### src/rtl/id_pipe.sv
// RV32I decode stage: decodes the IF/ID beat, resolves operands with EX/MEM
// forwarding and a load-use interlock, and holds the result in a one-entry output register.

module id_src #(
   parameter bit FWD_EN = 1'b1
) (
   input  logic        re,
   input  logic [4:0]  addr,
   input  logic [31:0] rdata,
   input  logic        ex_we,
   input  logic        ex_is_load,
   input  logic [4:0]  ex_waddr,
   input  logic [31:0] ex_wdata,
   input  logic        mem_we,
   input  logic [4:0]  mem_waddr,
   input  logic [31:0] mem_wdata,
   input  logic        oreg_ld,
   input  logic [4:0]  oreg_waddr,
   output logic [31:0] val,
   output logic        haz
);
   logic nz, ex_hit, mem_hit;

   assign nz      = (addr != 5'd0);
   assign ex_hit  = ex_we && (ex_waddr == addr);
   assign mem_hit = mem_we && (mem_waddr == addr);

   // A load result is not available until MEM, so EX loads never forward.
   always_comb begin
      val = rdata;
      if (!nz)                                    val = 32'd0;
      else if (FWD_EN && ex_hit && !ex_is_load)   val = ex_wdata;
      else if (FWD_EN && mem_hit)                 val = mem_wdata;
   end

   assign haz = re && nz &&
                ((oreg_ld && (oreg_waddr == addr)) ||
                 (ex_hit && ex_is_load) ||
                 (!FWD_EN && (ex_hit || mem_hit)));
endmodule

module id_pipe #(
   parameter bit FWD_EN = 1'b1,
   parameter int CNT_W  = 16
) (
   input  logic             clk,
   input  logic             rst,
   input  logic             in_valid,
   output logic             in_ready,
   input  logic [31:0]      in_pc,
   input  logic [31:0]      in_inst,
   output logic [4:0]       raddr1,
   output logic [4:0]       raddr2,
   output logic             re1,
   output logic             re2,
   input  logic [31:0]      rdata1,
   input  logic [31:0]      rdata2,
   input  logic             ex_we,
   input  logic             ex_is_load,
   input  logic [4:0]       ex_waddr,
   input  logic [31:0]      ex_wdata,
   input  logic             mem_we,
   input  logic [4:0]       mem_waddr,
   input  logic [31:0]      mem_wdata,
   input  logic             flush,
   output logic             out_valid,
   input  logic             out_ready,
   output logic [31:0]      out_pc,
   output logic [6:0]       out_opcode,
   output logic [2:0]       out_funct3,
   output logic             out_alt,
   output logic [31:0]      out_op1,
   output logic [31:0]      out_op2,
   output logic [31:0]      out_imm,
   output logic             out_we,
   output logic [4:0]       out_waddr,
   output logic             out_illegal,
   output logic [CNT_W-1:0] stall_cnt
);
   localparam logic [6:0] OP_LUI   = 7'b0110111;
   localparam logic [6:0] OP_AUIPC = 7'b0010111;
   localparam logic [6:0] OP_JAL   = 7'b1101111;
   localparam logic [6:0] OP_JALR  = 7'b1100111;
   localparam logic [6:0] OP_BR    = 7'b1100011;
   localparam logic [6:0] OP_LD    = 7'b0000011;
   localparam logic [6:0] OP_ST    = 7'b0100011;
   localparam logic [6:0] OP_IMM   = 7'b0010011;
   localparam logic [6:0] OP_OP    = 7'b0110011;

   typedef struct packed {
      logic [31:0] pc;
      logic [6:0]  opcode;
      logic [2:0]  funct3;
      logic        alt;
      logic [31:0] op1;
      logic [31:0] op2;
      logic [31:0] imm;
      logic        we;
      logic [4:0]  waddr;
      logic        illegal;
   } dec_t;

   dec_t        dec, oreg;
   logic        vld;
   logic        use1, use2, d_we, d_alt, d_ill;
   logic [31:0] d_imm;
   logic        f7_zero, f7_alt;
   logic        stall, capture, oreg_ld;

   logic [6:0] opc;
   logic [2:0] f3;
   assign opc     = in_inst[6:0];
   assign f3      = in_inst[14:12];
   assign f7_zero = (in_inst[31:25] == 7'b0000000);
   assign f7_alt  = (in_inst[31:25] == 7'b0100000);

   always_comb begin
      use1  = 1'b0;
      use2  = 1'b0;
      d_we  = 1'b0;
      d_alt = 1'b0;
      d_ill = 1'b0;
      d_imm = 32'd0;
      case (opc)
         OP_LUI, OP_AUIPC: begin
            d_we  = 1'b1;
            d_imm = {in_inst[31:12], 12'b0};
         end
         OP_JAL: begin
            d_we  = 1'b1;
            d_imm = {{11{in_inst[31]}}, in_inst[31], in_inst[19:12], in_inst[20], in_inst[30:21], 1'b0};
         end
         OP_JALR: begin
            d_we  = 1'b1;
            use1  = 1'b1;
            d_imm = {{20{in_inst[31]}}, in_inst[31:20]};
         end
         OP_LD: begin
            d_we  = 1'b1;
            use1  = 1'b1;
            d_imm = {{20{in_inst[31]}}, in_inst[31:20]};
            d_ill = (f3 == 3'b011) || (f3[2:1] == 2'b11);
         end
         OP_ST: begin
            use1  = 1'b1;
            use2  = 1'b1;
            d_imm = {{20{in_inst[31]}}, in_inst[31:25], in_inst[11:7]};
            d_ill = (f3 > 3'b010);
         end
         OP_BR: begin
            use1  = 1'b1;
            use2  = 1'b1;
            d_imm = {{19{in_inst[31]}}, in_inst[31], in_inst[7], in_inst[30:25], in_inst[11:8], 1'b0};
            d_ill = (f3 == 3'b010) || (f3 == 3'b011);
         end
         OP_IMM: begin
            d_we = 1'b1;
            use1 = 1'b1;
            if (f3 == 3'b001) begin
               d_imm = {27'b0, in_inst[24:20]};
               d_ill = !f7_zero;
            end else if (f3 == 3'b101) begin
               d_imm = {27'b0, in_inst[24:20]};
               d_alt = in_inst[30];
               d_ill = !(f7_zero || f7_alt);
            end else begin
               d_imm = {{20{in_inst[31]}}, in_inst[31:20]};
            end
         end
         OP_OP: begin
            d_we  = 1'b1;
            use1  = 1'b1;
            use2  = 1'b1;
            d_alt = in_inst[30];
            d_ill = !(f7_zero || (f7_alt && ((f3 == 3'b000) || (f3 == 3'b101))));
         end
         default: d_ill = 1'b1;
      endcase
   end

   assign raddr1 = in_inst[19:15];
   assign raddr2 = in_inst[24:20];
   assign re1    = in_valid & use1;
   assign re2    = in_valid & use2;

   assign oreg_ld = vld && oreg.we && (oreg.opcode == OP_LD);

   logic [1:0]       src_re, src_haz;
   logic [1:0][4:0]  src_addr;
   logic [1:0][31:0] src_rdata, src_val;

   assign src_re    = {re2, re1};
   assign src_addr  = {raddr2, raddr1};
   assign src_rdata = {rdata2, rdata1};

   for (genvar s = 0; s < 2; s++) begin : g_src
      id_src #(.FWD_EN(FWD_EN)) u_src (
         .re         (src_re[s]),
         .addr       (src_addr[s]),
         .rdata      (src_rdata[s]),
         .ex_we      (ex_we),
         .ex_is_load (ex_is_load),
         .ex_waddr   (ex_waddr),
         .ex_wdata   (ex_wdata),
         .mem_we     (mem_we),
         .mem_waddr  (mem_waddr),
         .mem_wdata  (mem_wdata),
         .oreg_ld    (oreg_ld),
         .oreg_waddr (oreg.waddr),
         .val        (src_val[s]),
         .haz        (src_haz[s])
      );
   end

   assign stall    = in_valid & (|src_haz);
   assign in_ready = flush | (!stall & (!vld | out_ready));
   assign capture  = in_valid & in_ready & !flush;

   always_comb begin
      dec.pc      = in_pc;
      dec.opcode  = opc;
      dec.funct3  = f3;
      dec.alt     = d_alt;
      dec.op1     = src_val[0];
      dec.op2     = src_val[1];
      dec.imm     = d_ill ? 32'd0 : d_imm;
      dec.we      = d_we & !d_ill;
      dec.waddr   = in_inst[11:7];
      dec.illegal = d_ill;
   end

   always_ff @(posedge clk) begin
      if (rst) begin
         vld       <= 1'b0;
         oreg      <= '0;
         stall_cnt <= '0;
      end else begin
         if (flush)          vld <= 1'b0;
         else if (capture) begin
            vld  <= 1'b1;
            oreg <= dec;
         end else if (out_ready) vld <= 1'b0;
         if (stall && !flush && (stall_cnt != {CNT_W{1'b1}}))
            stall_cnt <= stall_cnt + CNT_W'(1);
      end
   end

   assign out_valid   = vld;
   assign out_pc      = oreg.pc;
   assign out_opcode  = oreg.opcode;
   assign out_funct3  = oreg.funct3;
   assign out_alt     = oreg.alt;
   assign out_op1     = oreg.op1;
   assign out_op2     = oreg.op2;
   assign out_imm     = oreg.imm;
   assign out_we      = oreg.we;
   assign out_waddr   = oreg.waddr;
   assign out_illegal = oreg.illegal;
endmodule

### config.mk
export PLATFORM = sky130hd
export DESIGN_NAME = id_pipe
export DESIGN_NICKNAME = d
export VERILOG_FILES = /design/src/rtl/id_pipe.sv
export SDC_FILE = /design/constraint.sdc
export NUM_CORES = 1
export LEC_CHECK = 0
export ABC_AREA = 1
export CORE_ASPECT_RATIO = 1.75
export CORE_UTILIZATION = 46
export DETAILED_ROUTE_END_ITERATION = 10
export GPL_ROUTABILITY_DRIVEN = 0
export PLACE_DENSITY_LB_ADDON = 0.3
export SYNTH_ARGS = -nofsm -noshare
export SYNTH_HDL_FRONTEND = slang
export SYNTH_HIERARCHICAL = 1
export SYNTH_SLANG_ARGS = --single-unit
export TNS_END_PERCENT = 10
### constraint.sdc
create_clock -name clk -period 2.87 [get_ports clk]
set_input_delay 0.4305 -clock clk [delete_from_list [all_inputs] [get_ports clk]]
set_output_delay 0.4305 -clock clk [all_outputs]
set_load 0.01 [all_outputs]
; ---- Word level (Yosys, flattened, before mapping)
; Index checks and enable logic that the tools add are counted.
[op_classes]
div_mod_pow = 0
addsub = 1
n_eq_ne = 23
n_mux = 21
bitwise = 10
n_reduce_logical = 48
shift = 0
magnitude_cmp = 1
multipliers = 0
[ops]
columns = operator, n
row1 = two-way mux 32 bit, 9
row2 = one-hot mux 32 bit (6 select lines), 1
row3 = equality test 5 bit, 6
row4 = equality test 7 x 6 -> 1 bit (second input constant), 4
row5 = equality test 7 bit (second input constant), 3
row6 = logical AND 1 bit, 19
row7 = adder 16 x 1 -> 16 bit (second input constant), 1
row8 = inequality test 16 bit (second input constant), 1
row9 = equality test 7 x 2 -> 1 bit (second input constant), 2
row10 = equality test 7 x 5 -> 1 bit (second input constant), 2
row11 = nonzero test 5 bit, 2
row12 = two-way mux 1 bit, 9
row13 = zero test 1 bit, 8
row14 = OR reduction 2 bit, 4
row15 = AND 1 bit, 7
row16 = zero test 7 bit, 1
row17 = logical OR 1 bit, 7
row18 = OR reduction 7 bit, 1
row19 = equality test 3 x 2 -> 1 bit (second input constant), 2
row20 = one-hot mux 1 bit (6 select lines), 1
row21 = OR reduction 6 bit, 1
row22 = OR reduction 4 bit, 1
row23 = equality test 3 x 1 -> 1 bit (second input constant), 1
row24 = equality test 3 bit (second input constant), 1
row25 = 9 further kinds, 10
[word_totals]
mem_bits_rw = 0
latch_bits = 0
n_memories = 0
elab_cells = 116
output_inout_bits = 176
input_bits = 210
rom_bits = 0
register_bits = 163

; ---- Logic depth before layout (Yosys ltp)
[depth]
ltp_word = 14
ltp_mapped = 19
ltp_nobuf = 17

; ---- Hierarchy
; The synthesis kept the hierarchy.
[modules_own_cells]
columns = module, instances, area_per_inst_um2, cells_per_inst, seq_area_each_um2
row1 = id_pipe, 1, 7199.4, 1071, 3263.1
row2 = id_src, 2, 1898.1, 352, 0.0

; ---- Worst setup path before layout
; No wires, ideal clock.
[synth_path]
kind = in2reg
start = input port in_inst[6]
end = register oreg, in the netlist out_op2[10]
setup_slack_ns = 0.190
arrival_ns = 2.610
setup_time_ns = 0.070
n_path_buf = 3
required_ns = 2.800
path_stages = 16
path_cell_list = inv_2 > nand2_1 > nor2_2 > nand2_1 > inv_2 > nor2_2 > a31oi_1 > nand2_1 > a21oi_2 > nor2_1 > nand3_1 > buf_2 > buf_2 > buf_1 > nand2_1 > a21oi_1
[synth_between]
elab_chain_len = 14
word_cells_on_any_way = 24
classes_between = eq/ne (6) / mux (2) / bitwise (7) / reduce/logical (9)
[synth_rtl]
columns = element, line
row1 = from (decl), 51  ; input logic [31:0] in_inst,
row2 = "equality test 7 x 5 -> 1 bit, or another cell as far along", 124  ; case (opc)
row3 = OR reduction 6 bit (no line) *, --
row4 = two-way mux 1 bit *, 124
row5 = AND 1 bit *, 183  ; assign re1 = in_valid & use1;
row6 = named net re1, 54  ; output logic re1,
row7 = logical AND 1 bit * (2 in series), 36  ; assign haz = re && nz &&
row8 = named net src_haz[0], 188  ; logic [1:0] src_re, src_haz;
row9 = OR reduction 2 bit *, 215  ; assign stall = in_valid & (|src_haz);
row10 = AND 1 bit *, 215
row11 = zero test 1 bit *, 216  ; assign in_ready = flush | (!stall & (!vld | out_ready));
row12 = AND 1 bit *, 216
row13 = OR 1 bit *, 216
row14 = AND 1 bit * (2 in series), 217  ; assign capture = in_valid & in_ready & !flush;
row15 = AND reduction 2 bit (no line) *, --
row16 = to (signal assigned), 235  ; oreg <= '0;
row17 = to (signal assigned), 241  ; oreg <= dec;
row18 = to (decl), 103  ; dec_t dec, oreg;
; The timed path passes the listed nets; every way through them passes the cells marked *.
; A chain may end at the register's enable or synchronous reset.

; ---- Worst setup path after layout
[layout_path]
start = input port in_inst[6]
end = register oreg, in the netlist out_opcode[6]
[layout_between]
elab_chain_len = 14
word_cells_on_any_way = 24
classes_between = eq/ne (6) / mux (2) / bitwise (7) / reduce/logical (9)
[layout_rtl]
columns = element, line
row1 = "equality test 7 x 5 -> 1 bit, or another cell as far along", 124
row2 = OR reduction 6 bit (no line) *, --
row3 = two-way mux 1 bit *, 124
row4 = AND 1 bit *, 183
row5 = logical AND 1 bit * (2 in series), 36
row6 = named net src_haz[0], 188
row7 = OR reduction 2 bit *, 215
row8 = AND 1 bit *, 215
row9 = zero test 1 bit *, 216
row10 = AND 1 bit *, 216
row11 = OR 1 bit *, 216
row12 = AND 1 bit * (2 in series), 217
row13 = AND reduction 2 bit (no line) *, --
; Marked as above.

==> out/results.env <==
RUN_STATUS='finished with violations'
VIOLATED_CHECKS='negative setup slack'
ROUTE.ANTENNA.REMAINING_NETS=0
FINALSETUPVIOLCOUNT=1
RR_WORST_DEPTH=16
DRV.MAX_CAP_VIOLATION_COUNT=0
PERIOD_NEEDED_PS=2890
SYNTH_CELL_TYPE_COUNT=39
TIMING.HOLD.WS_PS=461.7
NUM_IO_PINS=386
TRITONCTS_NUM_SINKS=163
DP_CELLS=2446
CTS-BUFFERS-INSERTED=17
SETUP_REPAIR_AFTER_GLOBAL_ROUTING_MISSED_ITS_MARGIN='yes'
FLOORPLAN.ROWS=74
TRITONCTS='built'
HTREEDEPTH=4
TIGHTEST_SLEW_PS=1266
CRITPATHMAXFANOUT=38
DRT_ITER0_MARKERS=1142
CPMAXSTAGEDELAYCELL='sky130_fd_sc_hd__clkdlybuf4s50_1'
TIMING.HOLD.WORST_PATH_DEPTH=2
CTS-ROOT-BUF='sky130_fd_sc_hd__clkbuf_16'
TOTAL_LEAKAGE_POWER_nW=7.423
SYNTH_AREA_SQ_UM=11000
CLK_PIN_SLEW_PS=70
CLOCK.FMAX_GHz=0.3460
LAYOUT_SETUP_WS_PS=-19.95
PATH_CLASS='in -> reg'
PATH_DEPTH=18
POWER_DENSITY_nW_PER_UM2=375.3
POST-ROUTE-CELL-AREA_SQ_UM=16250
GRT_FIRST_PASS_WIRELENGTH_MICRONS=63590
FIN_TOTAL_PWR_W=0.006099
ROUTED-VIA-COUNT=13270
CP.ARRIVAL_PS=3220
YOSYSSEQAREASHARE_PCT=29.68
GRT_START_MAX_NET_PINS=141
FLOORPLAN.DIE.HEIGHT_MICRONS=206.5
DPL.HPWL_MICRONS=29770
NETS=2384
NUMBER_OF_WARNINGS_REPORTED_IN_THE_YOSYS_SYNTHESIS_LOG=6
INSTANCES_NO_FILL=2494
FINALSETUPTNS_PS=-19.95
GLOBALROUTETOTALUTIL_PCT=33.07
WHS_ENDPOINT='out_op2[27]'
DIE_WIDTH_MICRONS=118.9
FINAL_COMMON_CELL='sky130_fd_sc_hd__nand2_1'
ROUTED_WIRELENGTH_MICRONS=41900
GRT_ANTENNA_BEFORE_REPAIR=2
VDD_IR_DROP_MAX_mV=0.3509
CRIT_PATH_FREQUENT_CELL='sky130_fd_sc_hd__nor2_4'
CTSHOLDBUFFERS=0
YS_SEQ_ELEMENTS=163
FINAL_CELL_MIX='sky130_fd_sc_hd__nand2_1, sky130_fd_sc_hd__clkdlybuf4s50_1, sky130_fd_sc_hd__inv_1'
R2R_SLACK_PS=10
LAYOUT.FILLER_CELLS=1985
DRIVE_ABOVE_1_SHARE_PCT=17.52
CORE-AREA_SQ_UM=23430
CRITICAL_PATH.CELL_CHAIN='clkdlybuf4s50_1 -> inv_2 -> nand2_2 -> nor2_4 -> nand2_2 -> inv_2 -> nor2_4 -> a31oi_4 -> nand2_1 -> a21oi_2 -> nor2_4 -> buf_4 -> buf_4 -> nand3_4 -> inv_4 -> buf_12 -> o21ai_0 -> a21oi_1'
CRIT_FAMILY='buffers and inverters'
PORTBUFFERS=385
DPL-INSTANCE-AREA_SQ_UM=15350
GLOBALROUTEOVERFLOWTOTAL=0
SYNTHTOLAYOUTAREAGROWTH_PCT=47.79
CRITICAL-PATH-MAX-STAGE-DELAY_PS=460
TIMING.RR.START='out_opcode[3]'
SLEW_HEADROOM_PCT=15.31
FP.DIEAREA_SQ_UM=24550
REQUIRED_PS=3200
INSERTION_DELAY_PS=460
REPORT.FINAL.SLEW_VIOL_COUNT=0
TIMING.CRITICAL_PATH.BUF_INV=7
MAX-CLOCK-PATH-BUFFERS=2
WORSTREG2REGEND='out_opcode[6]'
DRT-WIRELENGTH-PER-CELL_MICRONS=16.80
CRITPATHCAPTURETYPE='register'
AVGSYNTHCELLAREA_SQ_UM=6.195
HOLD_START='out_op2[27]'
INITIAL_CORE_UTIL_PCT=46.94
NUMBER_OF_GLOBAL_ROUTE_VIAS_BEFORE_REPAIR=12640
DRT_PASS1_ITERATIONS=5
SYNTHESIS.NETS=1986
DRC=0
TIMING_HOLD_VIOLATIONS_FINAL=0
HOLD_CLASS='reg -> reg'
FINAL.SETUP_SKEW_PS=13.13
TIMING.CRITICAL_PATH.FROM_TYPE='primary input'
FINAL.PERIOD_UTILIZATION_PCT=100.7
VIAS_PER_CELL=5.321
SYNTHESIS.INSTANCES=1775
## through the flow
step	setup slack, ps	util, %
2_1_floorplan	190.0	-
3_3_place_gp	-455.2	65.55
3_5_place_dp	-590.4	65.55
4_1_cts	-60.07	68.77
5_1_grt	-140.6	69.35
6_report	-19.95	69.37
## state kept, by name, indices dropped and copies added, names as in the netlist
register     count
out_waddr        5
stall_cnt       16
out_alt          1
out_opcode       7
out_pc          32
out_op1         32
out_imm         32
out_illegal      1
out_we           1
out_op2         32
out_funct3       3
out_valid        1
## logic make-up (layout without fill, tap and decap cells)
family          Yosys count  count (layout)  synth area share, %
simple gates           1124            1124                47.57
other cells               0               4                    0
xor+xnor                  8               8               0.7738
fa+ha+maj                 1               1               0.1138
compound gates          179             179                8.455
flops                   163             163                29.68
buf+inv                 300             711                13.42
## tightest hold or removal path, cell delays in order (launching register included)
cell and delay [ps]:
sky130_fd_sc_hd__dfxtp_1 310, sky130_fd_sc_hd__nand2_1 60, sky130_fd_sc_hd__a21oi_1 50
## layer usage
| metal | share of wire, % | up-vias | GRT usage [%] |
|---|---|---|---|
| li1 | - | 6366 | - |
| met1 | 34 | 5981 | 32.96 |
| met2 | 52 | 738 | 60.92 |
| met3 | 8.0 | 185 | 8.085 |
| met4 | 6.0 | 0 | 21.43 |
| met5 | 0 | - | 0 |
## cells in the mapped netlist, drive strengths merged
cell type,number,area [sq um]
a21oi,143,734.5
a31oi,2,12.51
and3,1,6.260
buf,65,588.1
clkbuf,56,210.2
clkinv,1,3.750
dfxtp,163,3263
ha,1,12.51
inv,178,673.1
nand2,618,2395
nand3,144,788.3
nand3b,1,7.510
nand4,75,469.2
nor2,271,1490
nor3,12,60.06
nor3b,1,7.510
nor4,1,6.260
o211ai,2,15.01
o21ai,28,140.1
o21bai,2,15.01
o22ai,2,12.51
xnor2,6,52.55
xor2,2,32.53
## timing repair
item                                    4_1_cts  5_1_grt
buffers inserted                             11        3
endpoints found under the setup margin       12       19
gates cloned                                  0        0
resized for setup                            35       42
pin swaps                                     9       18
## area by class of cell
type	count	area [sq um]	share of cell area, %
Tap cell	304	380.4	2.341
Multi-Input combinational cell	1312	6459	39.74
Inverter	179	684.4	4.212
Antenna cell	4	10.01	0.06160
Timing Repair Buffer	500	4866	29.94
Clock inverter	14	140.1	0.8623
Clock buffer	18	439.2	2.702
Sequential cell	163	3272	20.13
## worst max-delay path by stage
stage,from,endpoint,slack [ps]
2_1_floorplan,in_inst[6],out_op2[10],190
3_3_place_gp,in_inst[2],in_ready,-460
3_5_place_dp,in_inst[3],in_ready,-590
4_1_cts,out_we,in_ready,-60
5_1_grt,in_inst[6],in_ready,-140
6_report,in_inst[6],out_opcode[6],-20
## report_power, final
| group | internal, W | switching, W | leakage (nW) |
|---|---|---|---|
| clock network | 0.00117 | 0.00110 | 0.271 |
| logic | 0.000679 | 0.000751 | 5.82 |
| registers | 0.00234 | 0.0000523 | 1.33 |
Note: power is estimated with default switching activity, not from simulation.
